===== src/rtl/rpn_stack_ctrl.sv =====
// RPN keypad controller: operand stack, register file, start/ready handshake to an add/sub unit.
// Multi-digit operand entry is enabled by defining RPN_DIGIT_ACCUM_EN.
module rpn_stack_ctrl #(
  parameter int unsigned WIDTH = 8,
  parameter int unsigned DEPTH = 4,
  parameter int unsigned NREGS = 10
) (
  input  logic             clk_i,
  input  logic             reset_i,
  input  logic [3:0]       tecla_i,
  input  logic             tecla_valid_i,
  input  logic [WIDTH-1:0] calcresult_i,
  input  logic             overflow_i,
  input  logic             ready_i,
  output logic [WIDTH-1:0] a_o,
  output logic [WIDTH-1:0] b_o,
  output logic             ok_o,
  output logic             key_o,
  output logic             busy_o,
  output logic             calc_start_o,
  output logic             subtract_o
);

  localparam int unsigned IdxW = (NREGS > 1) ? $clog2(NREGS) : 1;

  typedef enum logic [1:0] {StIdle, StCalc, StErr} state_e;

  state_e           state_q, state_d;
  logic [WIDTH-1:0] stack_q [DEPTH];
  logic [WIDTH-1:0] stack_d [DEPTH];
  logic [WIDTH-1:0] regs_q  [NREGS];
  logic [WIDTH-1:0] regs_d  [NREGS];
  logic             ok_q, ok_d, key_q, key_d, lift_q, lift_d;
  logic             sub_q, sub_d, first_q, first_d;

  logic [IdxW-1:0]  addr;
  logic             addr_ok;
  logic [WIDTH+3:0] accum;
  logic             accum_ovf;
  logic             go_err;
  logic             do_push;

  assign addr      = stack_q[0][IdxW-1:0];
  assign addr_ok   = 32'(stack_q[0]) < NREGS;
  assign accum     = (WIDTH+4)'(stack_q[0]) * (WIDTH+4)'(10) + (WIDTH+4)'(tecla_i);
  assign accum_ovf = |accum[WIDTH+3:WIDTH];

  always_comb begin
    state_d = state_q;
    stack_d = stack_q;
    regs_d  = regs_q;
    ok_d    = ok_q;
    key_d   = key_q;
    lift_d  = lift_q;
    sub_d   = sub_q;
    first_d = 1'b0;
    go_err  = 1'b0;
    do_push = 1'b0;

    unique case (state_q)
      StIdle: begin
        if (tecla_valid_i) begin
          unique case (tecla_i)
            4'hA, 4'hB: begin
              state_d = StCalc;
              sub_d   = (tecla_i == 4'hB);
              first_d = 1'b1;
            end
            4'hC: begin
              if (!addr_ok) begin
                go_err = 1'b1;
              end else begin
                regs_d[addr] = stack_q[1];
                key_d        = 1'b1;
                lift_d       = 1'b1;
              end
            end
            4'hD: begin
              if (!addr_ok) begin
                go_err = 1'b1;
              end else begin
                stack_d[0] = regs_q[addr];
                key_d      = 1'b1;
                lift_d     = 1'b1;
              end
            end
            4'hE: begin
              do_push = 1'b1;
              key_d   = 1'b1;
              lift_d  = 1'b0;
            end
            4'hF: begin
              stack_d[0] = '0;
              key_d      = 1'b1;
              lift_d     = 1'b0;
            end
            default: begin
`ifdef RPN_DIGIT_ACCUM_EN
              if (!key_q) begin
                if (accum_ovf) go_err = 1'b1;
                else stack_d[0] = accum[WIDTH-1:0];
              end else begin
                do_push    = lift_q;
                stack_d[0] = WIDTH'(tecla_i);
                key_d      = 1'b0;
                lift_d     = 1'b0;
              end
`else
              // Without accumulation a pending digit is a finished number, so it gets pushed.
              do_push    = lift_q | ~key_q;
              stack_d[0] = WIDTH'(tecla_i);
              key_d      = 1'b0;
              lift_d     = 1'b0;
`endif
            end
          endcase
        end
      end
      StCalc: begin
        if (!first_q && ready_i) begin
          if (overflow_i) begin
            go_err = 1'b1;
          end else begin
            stack_d[0] = calcresult_i;
            for (int i = 1; i < DEPTH - 1; i++) stack_d[i] = stack_q[i+1];
            stack_d[DEPTH-1] = '0;
            key_d   = 1'b1;
            lift_d  = 1'b1;
            sub_d   = 1'b0;
            state_d = StIdle;
          end
        end
      end
      StErr: begin
        if (tecla_valid_i && tecla_i == 4'hF) begin
          for (int i = 0; i < DEPTH; i++) stack_d[i] = '0;
          ok_d    = 1'b1;
          key_d   = 1'b1;
          lift_d  = 1'b0;
          state_d = StIdle;
        end
      end
      default: state_d = StIdle;
    endcase

    if (do_push) begin
      for (int i = 1; i < DEPTH; i++) stack_d[i] = stack_q[i-1];
    end

    if (go_err) begin
      for (int i = 0; i < DEPTH; i++) stack_d[i] = '1;
      ok_d    = 1'b0;
      key_d   = 1'b1;
      lift_d  = 1'b0;
      sub_d   = 1'b0;
      state_d = StErr;
    end
  end

  always_ff @(posedge clk_i) begin
    if (reset_i) begin
      state_q <= StIdle;
      for (int i = 0; i < DEPTH; i++) stack_q[i] <= '0;
      for (int i = 0; i < NREGS; i++) regs_q[i] <= '0;
      ok_q    <= 1'b1;
      key_q   <= 1'b1;
      lift_q  <= 1'b0;
      sub_q   <= 1'b0;
      first_q <= 1'b0;
    end else begin
      state_q <= state_d;
      stack_q <= stack_d;
      regs_q  <= regs_d;
      ok_q    <= ok_d;
      key_q   <= key_d;
      lift_q  <= lift_d;
      sub_q   <= sub_d;
      first_q <= first_d;
    end
  end

  assign a_o          = stack_q[1];
  assign b_o          = stack_q[0];
  assign ok_o         = ok_q;
  assign key_o        = key_q;
  assign busy_o       = (state_q == StCalc);
  assign calc_start_o = (state_q == StCalc) && first_q;
  assign subtract_o   = sub_q;

endmodule

===== config.mk =====
export PLATFORM = sky130hd
export DESIGN_NAME = rpn_stack_ctrl
export DESIGN_NICKNAME = d
export VERILOG_FILES = /design/src/rtl/rpn_stack_ctrl.sv
export SDC_FILE = /design/constraint.sdc
export NUM_CORES = 1
export LEC_CHECK = 0
export BUFFER_PORTS_ARGS = -buffer_cell sky130_fd_sc_hd__buf_4
export CAP_MARGIN = 20
export CORE_ASPECT_RATIO = 1.25
export CORE_UTILIZATION = 55
export CTS_CLUSTER_SIZE = 16
export DETAILED_ROUTE_END_ITERATION = 7
export GPL_ROUTABILITY_DRIVEN = 0
export PLACE_DENSITY = 0.76
export SETUP_SLACK_MARGIN = 0.2
export SLEW_MARGIN = 30
export SYNTH_ARGS = -nofsm -noshare
export SYNTH_HDL_FRONTEND = slang
export SYNTH_SLANG_ARGS = --single-unit

===== constraint.sdc =====
create_clock -name clk_i -period 2.7 [get_ports clk_i]
set_clock_uncertainty 0.2 [all_clocks]
set_input_delay 0.405 -clock clk_i [delete_from_list [all_inputs] [get_ports clk_i]]
set_output_delay 0.405 -clock clk_i [all_outputs]
set_load 0.01 [all_outputs]

* Yosys cells after proc, flatten, opt, wreduce, memory -nomap -nowiden
Index checks and enable logic that the tools add are counted.
Storage, ports and cells: bits in registers 119, input bits 17, output and inout port bits 21
Operators by class: $lt $le $gt $ge 3, equal/unequal tests 25, mux-type cells 51, bitwise gates (word level) 5, reduce and logical (&&, ||, !) cells 27
Operators with widths (number):
- 32-bit 2-to-1 mux | 4
- 80-bit bitwise mux | 1
- 24-bit one-hot mux with 2 select lines | 1
- 8-bit one-hot mux with 3 select lines | 2
- 8-bit 2-to-1 mux | 5
- 8-bit binary-select mux with 4-bit select | 1
- 8-bit demux with 4-bit select | 1
- 4-bit equality test (second input constant) | 6
- 24-bit 2-to-1 mux | 1
- 1-bit 2-to-1 mux | 21
- 5-bit AND reduction | 3
- 7-bit AND reduction | 2
- 2-bit 2-to-1 mux | 6
- 3-bit inequality test (second input constant) | 4
- 1-bit one-hot mux with 3 select lines | 3
- 8-bit by 4-bit < comparator with 1-bit output (second input constant) | 1
- 2-bit inequality test (second input constant) | 4
- 4-bit inequality test (second input constant) | 2
- 1-bit one-hot mux with 2 select lines | 4
- 4-bit AND reduction | 2
- 4-bit nonzero test | 2
- 2-bit OR reduction | 4
- 3-bit by 2-bit inequality test with 1-bit output (second input constant) | 2
- 2-bit one-hot mux with 3 select lines | 1
- 20 further kinds | 28

* Depth between registers and ports, before layout
depth after elaboration 9, depth in mapped cells 10

* Worst setup path before layout
OpenSTA, ideal clock, no wires.
path type register to register, start point register state_q[0], end point register regs_q[16] in the netlist's numbering, setup time 128 ps, data arrival time 2436 ps, required time 2372 ps, setup slack -63 ps, stages on the path, launching flop included 11, cells stage by stage dfxtp_1 > inv_1 > ha_1 > clkbuf_1 > nand2_1 > or4_4 > buf_6 > or4b_1 > buf_6 > mux2i_1 > nor2_1
Between the ends: cells in the longest elaborated chain, start to end 2
Ends and longest elaborated chain:
- start, declared | RTL line 28 | state_e state_q, state_d;
- start signal, assigned | RTL line 162 | state_q <= StIdle;
- start signal, assigned | RTL line 171 | state_q <= state_d;
- 2-bit zero test | RTL line 60 | unique case (state_q)
- 4-bit AND reduction (no source line)
- end signal, assigned | RTL line 173 | regs_q <= regs_d;
- end, declared | RTL line 31 | logic [WIDTH-1:0] regs_q [NREGS];
No other way between the ends. A chain may end at the register's enable or synchronous reset.

* Worst setup path in the final report
start point register stack_q, in the netlist b_o[5], end point register regs_q[16] in the netlist's numbering
Between the ends: cells in the longest elaborated chain, start to end 2
Ends and longest elaborated chain:
- start, declared | RTL line 29 | logic [WIDTH-1:0] stack_q [DEPTH];
- start signal, assigned | RTL line 172 | stack_q <= stack_d;
- 8-bit by 4-bit < comparator with 1-bit output | RTL line 44 | assign addr_ok = 32'(stack_q[0]) < NREGS;
- 4-bit AND reduction (no source line)
No other way between the ends.

==> flow_summary.yaml <==
run_status:
  status: "completed"
synthesis:
  synth_edf_count: 0
  netlist_area_sq_um: 5840
  synth-seq-cells: 119
  yosysWarnings: 0
  yosys.area.top_type: "dfxtp_1"
  synthFlopType: "dfxtp_1"
  syn_area_per_cell_sq_um: 9.31
  synthTopCellsByArea: "dfxtp_1 41%, mux2i_1 17%, nor2_1 6.8%"
  synth_top_cell_area_share: 0.408
  yosysSeqAreaShare: 0.408
  synth.net_count: 648
  synth_cell_type_count: 47
  syn-instance-count: 627
  async_flop_share: 0
cells_and_area:
  fin_util: 0.690
  drive_above_1_share: 0.215
  diodes: 0
  regArea_sq_um: 2390
  area_delta_synth_final_pct: 20.6
  fillers: 748
  final_area_sq_um: 7040
  final_nets: 683
  multi_input_area_sq_um: 3120
floorplanning:
  die_y_um: 117
  initial_core_util: 0.572
  die-width_um: 94.2
  core-area_sq_um: 10200
  placement_rows: 41
  dieArea_sq_um: 11000
  io_pins: 38
critical_path:
  start_kind: "register"
  end_kind: "register"
  crit_fanout: 8
  critPathCapture: "regs_q[16]"
  crit_required_ns: 2.80
  reg2reg_depth: 6
  worstPathArrival_ns: 2.69
  r2r_slack_ns: 0.11
  reg2reg_from: "b_o[5]"
  path_class: "reg -> reg"
  cp-startpoint: "b_o[5]"
  reg2reg_to: "regs_q[16]"
clock_tree:
  htree_levels: 4
  hold_buffers: 0
  clockRootBuffer: "clkbuf_16"
  cts_tree: "done"
  clock_latency_ns: 0.42
  clock_sinks: 119
  cts_buffer_depth: 2
  cts_buffers: 17
  clk_pin_slew_ns: 0.06
routing:
  drcViolationCount: 0
  vias: 5074
  wl_um: 15800
  first_pass_iters: 5
  drt_iter0_drc: 469
  routed_via_density: 6.31
  wl_per_cell_um: 19.6
  ant_nets: 0
global_routing:
  grt_util_all_layers: 0.300
  busiest_layer: "met2"
  antenna_found_initial: 0
  grt_first_pass_wirelength_um: 24900
  grt_pass1_vias: 4905
  gr-usage-met2: 0.509
  grt_remaining_overflow: 0
  grt_max_degree: 61
  met3_usage: 0.0704
  grt_use_met1: 0.349
sta:
  worst_slew_pin_slew_ns: 0.696
  finalCritPeriodShare: 0.959
  fin_ws_ns: 0.110
  rsz0062_at_grt: "true"
  fin_tns_setup_ns: 0
  fin_crit_ns: 2.59
  fmax_mhz: 386
  finalMaxSlewViolations: 0
  finalHoldViolCount: 0
  slew_headroom: 0.535
  setup_viol: 0
power:
  vdd_drop_max_mv: 0.510
  leakage_nw: 2.90
  p_per_area_nw_per_um2: 710
placement:
  dpl_worst_slack_ns: 0.0199
  placed_cell_area_sq_um: 6330
  dp.final_hpwl_um: 10600
  io_buffers: 37
flow_run:
  drv_cap: 0
hold_path:
  hp-class: "in -> reg"
[layer usage]
layer | wire length [um] | share of wire
met5 | 0 | 0
met4 | 695 | 0.044
met3 | 1070 | 0.068
met2 | 7710 | 0.49
met1 | 6300 | 0.40
[cells by family (layout without fill, tap and decap cells)]
family,after synthesis,in the layout,synth area share
buffers and inverters,81,129,0.0671
AOI/OAI and AO/OA,94,94,0.117
DFF,119,119,0.408
and+or+nand+nor,216,216,0.183
adders and majority gates,4,4,0.00857
muxes,113,113,0.216
[critical path, cell delays in order (launching register included)]
cell and delay [ns]:
dfxtp_2 0.32, or4_4 0.53, or4_4 0.46, or4b_1 0.50, buf_6 0.17, mux2i_1 0.21
nor2_1 0.09
[worst min-delay path by stage]
stage                    start    endpoint  slack (ns)  cells after the start
3_5_place_dp        stack_q[6]  stack_q[6]        0.26                      2
2_1_floorplan       stack_q[0]  stack_q[0]        0.24                      2
5_1_grt        calcresult_i[2]      b_o[2]        0.09                      3
3_3_place_gp        stack_q[7]  stack_q[7]        0.25                      2
4_1_cts        calcresult_i[2]      b_o[2]        0.07                      3
6_report       calcresult_i[7]      b_o[7]        0.08                      3
[final cells by class]
| type | instances | share of cell area |
|---|---|---|
| flip-flops and latches | 119 | 0.339 |
| repair buffers | 87 | 0.101 |
| well taps | 129 | 0.0229 |
| multi-input cells | 427 | 0.443 |
| clock inverters | 11 | 0.0245 |
| inverters | 10 | 0.00533 |
| clock buffers | 21 | 0.0640 |
[state kept, by name, summed over array words and instances, names as in the netlist]
name        flops
regs_q         80
stack_q        16
a_o             8
b_o             8
state_q         2
first_q         1
key_o           1
lift_q          1
ok_o            1
subtract_o      1
[Yosys cell counts (4+ instances only)]
library cell	n
nor2b_1	6
nand3b_1	19
nor3b_1	4
inv_1	10
mux4_2	10
nand3_1	16
nand2_1	34
buf_4	16
nand4b_1	4
mux2i_1	101
buf_2	4
a21oi_1	28
ha_1	4
a311oi_1	26
o21ai_0	4
o221ai_1	4
a211oi_1	8
dfxtp_1	119
nor2_1	106
clkbuf_1	47
nand2b_1	6
o311ai_0	4
[cells in the final DEF (no fill, tap or decap), drive strengths merged, types with 8 or more instances in the layout]
master,count
nand3,16
dfxtp,119
nand2,34
a311oi,26
mux2i,101
a211oi,8
nor2,106
clkbuf,21
buf,87
inv,11
a21oi,28
nand3b,19
mux4,10
[through the flow]
stage               hold slack (ns)  total power, mW  instances
floorplan                     0.244             2.38        627
global placement              0.250             2.60        770
detailed placement            0.259             2.62        770
CTS                          0.0704             4.99        804
global route                 0.0896             5.15        804
finish                       0.0813             5.00        804
[report_power, final]
group	internal [mW]	total, mW	switching, mW
registers	1.82	1.93	0.109
clock network	1.57	2.37	0.801
logic	0.296	0.694	0.398
total	3.69	5.00	1.31
[repair_timing]
action / 4_1_cts / 5_1_grt
gates resized for setup: 10 / 6
setup endpoints to repair: 54 / 47
buffers inserted: 2 / 0
pin swaps: 6 / 1
cloned: 0 / 0
No activity file was read; power rests on OpenSTA's default activity.
